==> src/rtl/loopback_inc_engine.sv <==
`timescale 1ns/1ps
// loopback_inc_engine: returns v+1 with the request tag echoed, through a
// one-entry stage register feeding a response FIFO. Requests are only
// accepted while stage + FIFO occupancy leaves a free slot, so the
// stage-to-FIFO push never needs to stall.
module loopback_inc_engine #(
  parameter int WIDTH    = 32,
  parameter int ID_WIDTH = 8,
  parameter int DEPTH    = 4
) (
  input  logic                clock,
  input  logic                reset_n,
  input  logic                req_valid,
  output logic                req_ready,
  input  logic [WIDTH-1:0]    req_data,
  input  logic [ID_WIDTH-1:0] req_id,
  output logic                rsp_valid,
  input  logic                rsp_ready,
  output logic [WIDTH-1:0]    rsp_data,
  output logic [ID_WIDTH-1:0] rsp_id,
  output logic                rsp_ovf,
  output logic                busy,
  output logic [15:0]         count
);

  localparam int PW = (DEPTH > 1) ? $clog2(DEPTH) : 1;
  localparam int CW = $clog2(DEPTH) + 1;
  localparam logic [CW-1:0]    DEPTH_C = CW'(DEPTH);
  localparam logic [WIDTH-1:0] MAX_POS = {1'b0, {(WIDTH-1){1'b1}}};

  logic                s1_valid;
  logic [WIDTH-1:0]    s1_data;
  logic [ID_WIDTH-1:0] s1_id;
  logic                s1_ovf;

  logic [WIDTH-1:0]    mem_data [DEPTH];
  logic [ID_WIDTH-1:0] mem_id   [DEPTH];
  logic                mem_ovf  [DEPTH];

  logic [PW-1:0] wr_ptr;
  logic [PW-1:0] rd_ptr;
  logic [CW-1:0] fifo_count;
  logic [CW-1:0] occupancy;

  logic accept;
  logic push;
  logic pop;

  // Credit check looks only at local state, never at rsp_ready.
  assign occupancy = fifo_count + CW'(s1_valid);
  assign req_ready = reset_n && (occupancy < DEPTH_C);
  assign accept    = req_valid && req_ready;
  assign push      = s1_valid;
  assign rsp_valid = (fifo_count != '0);
  assign pop       = rsp_valid && rsp_ready;
  assign busy      = s1_valid || (fifo_count != '0);

  // Head fields are forced to zero when the FIFO is empty so that stale
  // memory contents never show (including during reset).
  assign rsp_data = rsp_valid ? mem_data[rd_ptr] : '0;
  assign rsp_id   = rsp_valid ? mem_id[rd_ptr]   : '0;
  assign rsp_ovf  = rsp_valid ? mem_ovf[rd_ptr]  : 1'b0;

  // Stage 1: compute v+1 and the signed-overflow flag for each accepted request.
  always_ff @(posedge clock or negedge reset_n) begin
    if (!reset_n) begin
      s1_valid <= 1'b0;
      s1_data  <= '0;
      s1_id    <= '0;
      s1_ovf   <= 1'b0;
    end else begin
      s1_valid <= accept;
      if (accept) begin
        s1_data <= req_data + WIDTH'(1);
        s1_id   <= req_id;
        s1_ovf  <= (req_data == MAX_POS);
      end
    end
  end

  // FIFO storage: written from stage 1 whenever it holds an entry.
  always_ff @(posedge clock) begin
    if (push) begin
      mem_data[wr_ptr] <= s1_data;
      mem_id[wr_ptr]   <= s1_id;
      mem_ovf[wr_ptr]  <= s1_ovf;
    end
  end

  // FIFO pointers and occupancy; pointers wrap naturally since DEPTH is a power of two.
  always_ff @(posedge clock or negedge reset_n) begin
    if (!reset_n) begin
      wr_ptr     <= '0;
      rd_ptr     <= '0;
      fifo_count <= '0;
    end else begin
      if (push) begin
        wr_ptr <= wr_ptr + PW'(1);
      end
      if (pop) begin
        rd_ptr <= rd_ptr + PW'(1);
      end
      case ({push, pop})
        2'b10:   fifo_count <= fifo_count + CW'(1);
        2'b01:   fifo_count <= fifo_count - CW'(1);
        default: fifo_count <= fifo_count;
      endcase
    end
  end

  // Delivered-response counter, saturating at all ones.
  always_ff @(posedge clock or negedge reset_n) begin
    if (!reset_n) begin
      count <= '0;
    end else if (pop && (count != 16'hFFFF)) begin
      count <= count + 16'd1;
    end
  end

endmodule
==> config.mk <==
export PLATFORM = sky130hd
export DESIGN_NAME = loopback_inc_engine
export DESIGN_NICKNAME = d
export VERILOG_FILES = /design/src/rtl/loopback_inc_engine.sv
export SDC_FILE = /design/constraint.sdc
export NUM_CORES = 1
export LEC_CHECK = 0
export ABC_AREA = 1
export CORE_AREA = 2 2 162 164
export CTS_CLUSTER_DIAMETER = 100
export CTS_CLUSTER_SIZE = 40
export DETAILED_ROUTE_END_ITERATION = 8
export DIE_AREA = 0 0 164 166
export GPL_ROUTABILITY_DRIVEN = 0
export PLACE_DENSITY = 0.63
export SLEW_MARGIN = 20
export SYNTH_ARGS = -nofsm -noshare
export SYNTH_HDL_FRONTEND = slang
export SYNTH_SLANG_ARGS = --single-unit
==> constraint.sdc <==
create_clock -name clock -period 4.99 [get_ports clock]
set_clock_uncertainty 0.1 [all_clocks]
set_input_delay 1.2475 -clock clock [delete_from_list [all_inputs] [get_ports clock]]
set_output_delay 1.2475 -clock clock [all_outputs]
set_load 0.02 [all_outputs]
=== Yosys cells after proc, flatten, opt, wreduce, memory -nomap -nowiden ===
Memory sizes are Yosys's and may differ from the RTL's.
Cells that the tools add are included.

* Memory bits (writable): 164
* Memories: 3
* Logic and storage cells: 36
* Input port bits: 44
* Register bits after elaboration: 65

{| class="wikitable"
|+ Memories
! memory !! words !! width !! rd ports !! clocked after Yosys merged registers in !! wr ports !! line !! text
|-
| mem_data || 4 || 32 || 1 || 0 || 1 || 36 || <nowiki>logic [WIDTH-1:0] mem_data [DEPTH];</nowiki>
|-
| mem_id || 4 || 8 || 1 || 0 || 1 || 37 || <nowiki>logic [ID_WIDTH-1:0] mem_id [DEPTH];</nowiki>
|-
| mem_ovf || 4 || 1 || 1 || 0 || 1 || 38 || <nowiki>logic mem_ovf [DEPTH];</nowiki>
|}

* Add/subtract/negate cells: 7
* Mux-type cells: 6
* Order comparisons: 1
* Eq/ne operators: 4
* Reduce and logical (&&, ||, !) cells: 7

{| class="wikitable"
|+ Operator list
! kind !! number
|-
| $add 32x1->32 const B || 1
|-
| $eq 32x31->1 const B || 1
|-
| $mux 32 || 1
|-
| $add 16x1->16 const B || 1
|-
| $ne 16x16->1 const B || 1
|-
| $mux 8 || 1
|-
| $pmux 3 s2 || 1
|-
| $add 2x1->2 const B || 2
|-
| $logic_and 1x1->1 || 4
|-
| $add 3x1->3 || 1
|-
| $add 3x1->3 const B || 1
|-
| $lt 3x3->1 const B || 1
|-
| $mux 1 || 3
|-
| $reduce_bool 3->1 || 1
|-
| $sub 3x1->3 const B || 1
|-
| $eq 2x1->1 const B || 1
|-
| $eq 2x2->1 const B || 1
|-
| $reduce_bool 2->1 || 1
|-
| $logic_or 1x1->1 || 1
|}

=== Logic depth before layout (Yosys ltp) ===
* Word-level depth: 4
* Depth in mapped cells: 10

=== Worst setup path after synthesis ===
No wires, ideal clock.

* Kind: in2out
* Start: in reset_n
* End: out req_ready
* Path buffers: 0
* Path slack: 2.150 ns
* Arrival time: 1.492 ns
* Stages on the path: 2
* Required time: 3.643 ns
* Path through: nand3_2 -> inv_1

* Longest elaborated chain between the ends: 1

{| class="wikitable"
|+ RTL lines
! what !! line !! text
|-
| start, declared || 12 || <nowiki>input logic reset_n,</nowiki>
|-
| $logic_and 1x1->1 || 51 || <nowiki>assign req_ready = reset_n && (occupancy < DEPTH_C);</nowiki>
|-
| end, declared || 14 || <nowiki>output logic req_ready,</nowiki>
|}

Every way passes these cells.

=== Worst setup path after layout ===
* Start: reg rd_ptr[0]
* End: out rsp_data[11]

* Longest elaborated chain between the ends: 2

{| class="wikitable"
|+ RTL lines
! what !! line !! text
|-
| start, declared || 41 || <nowiki>logic [PW-1:0] rd_ptr;</nowiki>
|-
| start signal, assigned || 101 || <nowiki>rd_ptr <= rd_ptr + PW'(1);</nowiki>
|-
| $mem_v2 4x32 || - ||
|-
| $mux 32 || 60 || <nowiki>assign rsp_data = rsp_valid ? mem_data[rd_ptr] : '0;</nowiki>
|-
| end, declared || 19 || <nowiki>output logic [WIDTH-1:0] rsp_data,</nowiki>
|}

Every way passes these cells.

==> results.yml <==
synth:
  synth_cells: 1019
  ys_seq_area_share_pct: 65.0
  synthesis.area_um2: 10100
  yosys.area.top_type_share_pct: 48.9
  synth_top_family_by_area: "simple AND/OR/NAND/NOR gates"
  synth_top_area_cell: "edfxtp_1"
  synth-seq-cells: 229
  synth_cell_types: 29
  yosys.area_share.simple_pct: 20.7
  synth_compound_area_share_pct: 7.23
  synth.area.mux_share_pct: 0
  syn_avg_cell_area_um2: 9.88
  synth_fp_nets: 1071
  synthTopCellsByArea: "edfxtp_1 (49%), dfrtp_1 (16%), nand2_1 (8.8%)"
  yosysWarnings: 0
  synth_xor_area_share_pct: 2.09
  synthAdderAreaFrac_pct: 1.07
critical_path:
  cpMostUsedCell: "nor2_1"
  path_class: "reg -> out"
  reg2regPathDepth: 9
  arrival_ns: 2.85
  path_cells: "buf_4, nor2_1, nor2_1, o21ai_0, a21oi_1, clkdlybuf4s50_1"
  cp-startpoint: "rd_ptr[0]"
  worst_path_largest_cell_delay_ns: 0.70
  worstReg2RegStart: "fifo_count[0]"
  cp_max_fo: 84
  startpoint_type: "register"
  critical_path.slowest_cell: "buf_4"
  worstPathRequired_ns: 3.64
  cp-end-kind: "output pin"
global_route:
  grt_pass1_wl_um: 37100
  track_usage_pct: 17.2
  grt_max_degree: 85
  grt_remaining_overflow: 0
  grt_pass1_vias: 6888
  antenna_found_initial: 0
power_and_ir_drop:
  p_clk_share_pct: 13.8
  powerDensity_nw_per_um2: 547
  swShare_pct: 38.4
  p_leak_uw: 0.00445
  ir_worst_vdd_mv: 0.282
  power.internal_uw: 3940
  power_switching_uw: 2450
  combPwrFrac_pct: 41.1
  seqPwrFrac_pct: 45.1
clock_tree:
  cts_buffer_depth: 3
  clk_pin_slew_worst_paths_ns: 0.14
  clock_sinks: 229
  clock_latency_ns: 0.47
  cts_tree: "built"
  post-cts-setup-buffers: 0
  cts_max_level: 1
  hold_buffers: 0
  numCtsBuffers: 9
  cts-root-buf: "clkbuf_16"
  cts_resized: 0
cells_and_area:
  fill_cells: 2414
  diodes: 0
  layout-drive-gt1-share_pct: 3.61
  area_growth_pct: 16.0
  nets: 1157
die:
  rows: 59
  core_area_um2: 25600
  initial_core_util_pct: 39.3
  die_x_um: 164
  io_pins: 104
  die_h_um: 166
  floorplan.die_area_um2: 27200
sta:
  timing.fmax_mhz: 238
  setup_tns_ns: 0
  period_share_pct: 84.1
  worstMarginPinSlew_ns: 0.942
  fin_hold_ws_ns: 0.433
  period_needed_ns: 4.20
  setup_viol: 0
  rsz0062_at_grt: "no"
  drv_slew: 0
  hold_viol: 0
  max-slew-margin-rel_pct: 37.2
run_status:
  status: "finished, final reports clean"
drt:
  postRouteAntennaNets: 0
  first_pass_iters: 4
  vias: 7096
  detail_route.wirelength_um: 23200
  wire_per_inst_um: 16.1
  drc: 0
  drtIter0Drc: 510
  post_drt_via_cell_ratio: 4.92
placement:
  dp_hpwl_um: 14900
  numPortBuffers: 103
worst_hold_path:
  hold_depth: 0
  hp-start: "s1_data[26]"
  holdCritPathClass: "reg -> reg"
flow_run:
  maxCapViolCount: 0
-- per-stage QoR --
step | instance area [µm²] | setup slack (ns) | cells | utilization (%) | total power [µW]
6_report | 11700 | 0.791 | 1442 | 45.6 | 6390
5_1_grt | 11700 | 0.616 | 1442 | 45.6 | 6800
4_1_cts | 11700 | 0.799 | 1442 | 45.6 | 6450
3_5_place_dp | 11400 | 1.32 | 1429 | 44.7 | 5590
3_3_place_gp | 11400 | 1.33 | 1429 | 44.7 | 5540
2_1_floorplan | 10100 | 2.15 | 1019 | - | 4400
-- cell type report --
cell class	count	area, µm²	share of cell area [%]
flip-flops and latches	229	6550	56.1
clock buffers	10	229	1.96
well taps	335	419	3.59
inverters	54	203	1.73
multi-input cells	695	3130	26.8
clock inverters	3	16.3	0.139
repair buffers	116	1140	9.72
-- logic make-up after synthesis --
group / after synthesis
simple gates: 520
flops: 229
compound gates: 143
buf+inv: 95
xor+xnor: 24
fa+ha+maj: 8
-- registers in the layout, summed over array words and instances (netlist names) --
register,count
count,16
fifo_count,3
mem_data,128
mem_id,32
mem_ovf,4
push,1
rd_ptr,2
s1_data,32
s1_id,8
s1_ovf,1
wr_ptr,2
-- power groups by stage --
| stage | Combinational [µW] | Sequential, µW | Clock, µW |
|---|---|---|---|
| 5_1_grt | 2900 | 2940 | 958 |
| 2_1_floorplan | 1570 | 2840 | 0 |
| 4_1_cts | 2680 | 2880 | 898 |
| 3_3_place_gp | 2640 | 2900 | 0 |
| 6_report | 2630 | 2880 | 882 |
| 3_5_place_dp | 2670 | 2920 | 0 |
-- worst max-delay path, delay by kind of cell, from the launching register on --
kind,cells,cell delay (ns)
AOI/OAI and AO/OA,2,0.36
DFF,1,0.39
buffers and inverters,2,1.35
and+or+nand+nor,2,0.23
-- Yosys cell counts --
cell / number
o21ai_2: 2
clkinv_1: 1
nand3_1: 43
o21ai_1: 12
inv_1: 50
inv_2: 3
clkbuf_1: 26
nor3_4: 1
nand2_2: 1
o21bai_1: 2
or2_2: 2
buf_6: 3
dfrtp_1: 65
nor2_1: 220
nand4_1: 10
buf_2: 8
xnor2_1: 11
xor2_1: 13
nor2_4: 2
o21ai_0: 85
buf_4: 1
a21oi_1: 42
ha_1: 7
nand3_2: 2
fa_1: 1
nand2_1: 236
buf_1: 3
nor3_1: 3
edfxtp_1: 164
-- worst paths after layout --
check                      slack (ns)               to
min in group asynchronous        0.81      s1_data[17]
min reg2reg                      0.43  mem_data[1][26]
max                              0.79     rsp_data[11]
max in group asynchronous        3.04        rd_ptr[0]
min                              0.43  mem_data[1][26]
max reg2reg                      2.66    fifo_count[2]
-- cells in the final DEF, fill, tap and decap left out, types with 2 or more instances in the layout --
cell type,Yosys,final
nand2_1,236,236
nor2_1,220,220
edfxtp_1,164,164
clkdlybuf4s50_1,0,102
o21ai_0,85,85
dfrtp_1,65,64
inv_1,50,50
nand3_1,43,43
a21oi_1,42,42
xor2_1,13,13
o21ai_1,12,12
buf_4,1,12
xnor2_1,11,11
nand4_1,10,10
clkbuf_16,0,9
ha_1,7,7
inv_2,3,3
nor3_1,3,3
nor2_4,2,2
nand3_2,2,2
o21ai_2,2,2
or2_2,2,2
o21bai_1,2,2
clkinv_2,0,2
-- per-layer routing --
layer	GRT usage, %	share of wire, %	vias to the layer above
met5	0	0	-
met4	2.29	0.75	0
met3	1.97	4.3	13
met2	28.2	47	139
met1	25.2	48	3397
li1	-	-	3547
Power figures use the tool's default switching activity.
==> patch 1 (config.mk and constraints unchanged) <==
Register the output `rsp_ovf`, cleared by the reset; this adds one clock of latency there. The other outputs are not delayed to match.
--- a/src/rtl/loopback_inc_engine.sv
+++ b/src/rtl/loopback_inc_engine.sv
@@ -60,5 +60,11 @@
   assign rsp_data = rsp_valid ? mem_data[rd_ptr] : '0;
   assign rsp_id   = rsp_valid ? mem_id[rd_ptr]   : '0;
-  assign rsp_ovf  = rsp_valid ? mem_ovf[rd_ptr]  : 1'b0;
+  always_ff @(posedge clock or negedge reset_n) begin
+    if (!reset_n) begin
+      rsp_ovf <= '0;
+    end else begin
+      rsp_ovf <= rsp_valid ? mem_ovf[rd_ptr]  : 1'b0;
+    end
+  end
 
   // Stage 1: compute v+1 and the signed-overflow flag for each accepted request.
Behaviour: not the same (a bounded check fails within 4 cycles, from zero or initial values and one cycle with reset_n low).
==> patch 1 against the original RTL <==
- cell area is 1.1% higher
- die area is the same
- largest power group unchanged
- fmax down 1.0%
- sequential share of layout area fell by 0.38 points
- setup slack worse by 0.043 ns
- power grew 0.16%
- critical path type unchanged
- routed wire length is essentially flat
- hold slack got worse by 0.039 ns
- area after synthesis grew 0.48%
- critical endpoint is now rsp_data[6]
- sequential cell count up 1
==> patch 1: results (changes against the original RTL) <==
run_status:
  run_status: "complete, no violations"
clock_network:
  clock_latency_ns: 0.49  # +0.02 ns
placement:
  placed_cell_area_mm2: 0.01146  # +0.21%
power_and_ir_drop:
  p_leak_nw: 4.569  # +2.8%
  ir_drop_uv: 282.4  # +0.16%
critical_path:
  slowest_delay_ns: 0.64  # -0.06 ns
  arrival_ns: 2.89  # +0.04 ns
  slowest_stage: "clkdlybuf4s50_1"
global_routing:
  grt_max_degree: 84  # -1.2%
  grt_pass1_wl_um: 36690  # -1.2%
  use_met3: 0.03347  # +0.01374
  use_met1: 0.2323  # -0.01986
routing:
  num_vias: 7081  # -0.21%
  drt_first_pass_iters: 5  # +1
  met3_wirelength_um: 1358  # +35%
  drt-wirelength-per-cell_um: 15.93  # -0.79%
  route.met2.wl_um: 11040  # +0.78%
  wl_met1_um: 10500  # -4.8%
synth:
  synth_nets: 1081  # +0.93%
  synthTopCellsByArea: "edfxtp_1, dfrtp_1, nand2_1"
  async_reset_ff_frac: 0.2870  # +0.003114
  synth_xor_area_frac: 0.02077  # -0.0001006
  yosys-top-cells-count: "nand2_1, nor2_1, edfxtp_1, o21ai_0, dfrtp_1"
  ys_seq_area_frac: 0.6498  # -0.0006635
finish:
  drive_gt1_frac: 0.03399  # -0.002144
  finalNetCount: 1166  # +0.78%
  fillers: 2360  # -2.2%
## patch 1: cell types whose count changed after synthesis, sizes merged
cell    unedited run  this run
and2               0         1
buf               15        17
clkbuf            26        25
clkinv             1         0
dfrtp             65        66
inv               53        55
nand2            237       248
nand3b             0         1
nand4             10         4
nor2             222       226
o21ai             99        95
xnor2             11         9
xor2              13        15
## patch 1: worst paths after layout
check	from	to	slack, ns	depth (start not counted)
worst min-delay path	s1_data[17]$_DFFE_PN0P_	mem_data[0][17]$_DFFE_PP_	0.39	0
worst max register to register	push$_DFF_PN0_	s1_data[4]$_DFFE_PN0P_	2.65	8
min in group asynchronous	reset_n	count[8]$_DFFE_PN0P_	0.72	2
max in group asynchronous	reset_n	count[5]$_DFFE_PN0P_	3.10	3
worst max-delay path	rd_ptr[0]$_DFFE_PN0P_	rsp_data[6]	0.75	5
worst min register to register	s1_data[17]$_DFFE_PN0P_	mem_data[0][17]$_DFFE_PP_	0.39	0
## patch 1: final cells by class
type                    count  area [µm²]  share of cell area
flip-flops and latches    230        6578              0.5570
repair buffers            115        1116             0.09451
clock inverters             2       60.06            0.005086
inverters                  55       206.4             0.01748
clock buffers              14       286.5             0.02426
well taps                 335       419.2             0.03549
multi-input cells         702        3143              0.2662
## patch 1: through the flow
step	power [mW]	worst slack (ns)	hold WS, ns	util	std cells
finish	6.400	0.7480	0.3942	0.4610	1453
global placement	5.406	1.253	0.3956	0.4475	1437
CTS	6.469	0.6927	0.4053	0.4610	1453
detailed placement	5.449	1.228	0.3949	0.4475	1437
global route	6.820	0.5486	0.4249	0.4610	1453
floorplan	4.348	2.150	0.3763	-	1029
## patch 1: report_power, final
part           total [mW]  internal [mW]  switching, mW
sequential           2.85           2.56          0.285
combinational        2.52          0.984           1.54
clock                1.03          0.433          0.597
==> patch 2 (same settings) <==
Without the edit above. Change the parameter `WIDTH` from 32 to 28.
--- a/src/rtl/loopback_inc_engine.sv
+++ b/src/rtl/loopback_inc_engine.sv
@@ -5,5 +5,5 @@
 // stage-to-FIFO push never needs to stall.
 module loopback_inc_engine #(
-  parameter int WIDTH    = 32,
+  parameter int WIDTH    = 28,
   parameter int ID_WIDTH = 8,
   parameter int DEPTH    = 4
Ports: changed (resized req_data and rsp_data); port bits go from 104 to 96. No check against the original RTL was run, so the function may have changed too.
==> patch 2 against the original RTL <==
- hold slack got worse by 0.012 ns
- setup slack improved by 0.025 ns
- power decreased by 9.7%
- routed wire length decreased by 7.2%
- non-clock buffer count decreased by 9
- sequential cell count decreased by 20
- cell area decreased by 8.1%
- area after synthesis decreased by 8.6%
- critical endpoint is now rsp_data[17]
- largest power group unchanged
==> patch 2: results (changes against the original RTL) <==
run_status:
  run_status: "complete, no violations"
synth:
  yosysUniqueCellTypes: 30  # +3.4%
  yosys-top-cells-count: "nand2_1, nor2_1, edfxtp_1, o21ai_0, dfrtp_1"
  synthFlopType: "edfxtp_1"
  synthCells: 921  # -9.6%
  async_reset_ff_frac: 0.2919  # +0.008023
  synthTopCellsByArea: "edfxtp_1, dfrtp_1, nand2_1"
  synth_edf_count: 148  # -9.8%
  ys_seq_area_frac: 0.6486  # -0.001801
  synth-seq-cells: 209  # -8.7%
  synth_nets: 969  # -9.5%
global_routing:
  grt_max_degree: 76  # -11%
  gr-usage-all-layers: 0.1594  # -0.01218
  use_met2: 0.2611  # -0.02119
  antenna_found_initial: 3  # +3
  grt_pass1_vias: 6189  # -10%
  grt_pass1_wl_um: 33690  # -9.3%
  use_met3: 0.04221  # +0.02248
  use_met1: 0.2113  # -0.04087
power_and_ir_drop:
  ir_drop_uv: 298.9  # +6.0%
  p_leak_nw: 4.086  # -8.1%
placement:
  place_ws_ns: 1.333  # +0.008400 ns
  numPortBuffers: 95  # -7.8%
  dp_hpwl_um: 13370  # -10%
  placed_cell_area_mm2: 0.01047  # -8.5%
  dp_cells: 1326  # -7.2%
routing:
  wl_met1_um: 9510  # -14%
  routed.top_layer: "met5"
  route.met2.wl_um: 9990  # -8.8%
  met3_wirelength_um: 1517  # +51%
  drtIter0Drc: 493  # -3.3%
critical_path:
  ff2ff_setup_slack_ns: 2.83  # +0.17 ns
  arrival_ns: 2.83  # -0.02 ns
  r2r_cells: 10  # +1
timing:
  hold_slack_ns: 0.4216  # -0.01182 ns
worst_hold_path:
  min_to: "mem_data[3][12]$_DFFE_PP_"
  min-delay-start: "s1_data[12]$_DFFE_PN0P_"
finish:
  finalNetCount: 1050  # -9.2%
  drive_gt1_frac: 0.03884  # +0.002711
## patch 2: cell count changes after synthesis, sizes merged, moves of 7 or more
cell | unedited run | this run
buf | 15 | 25
clkbuf | 26 | 12
edfxtp | 164 | 148
inv | 53 | 46
nand2 | 237 | 211
nand4 | 10 | 3
nor2 | 222 | 198
## patch 2: area by class of cell
type                            instances  area [µm²]
Clock buffer                           11       232.7
Clock inverter                          2       32.53
Fill cell                            2431       14880
Inverter                               46       175.2
Multi-Input combinational cell        629        2864
Sequential cell                       209        5972
Tap cell                              335       419.2
Timing Repair Buffer                  107        1036
## patch 2: cell families after synthesis
kind of cell	share of synthesized area
simple gates	0.2006
compound gates	0.07693
xor+xnor	0.02188
buf+inv	0.04023
fa+ha+maj	0.01169
flops	0.6486
## patch 2: power by group
part	switching (mW)	leakage, nW	internal [mW]
registers	0.259	2.13	2.33
logic	1.41	1.83	0.910
clock network	0.514	0.128	0.353
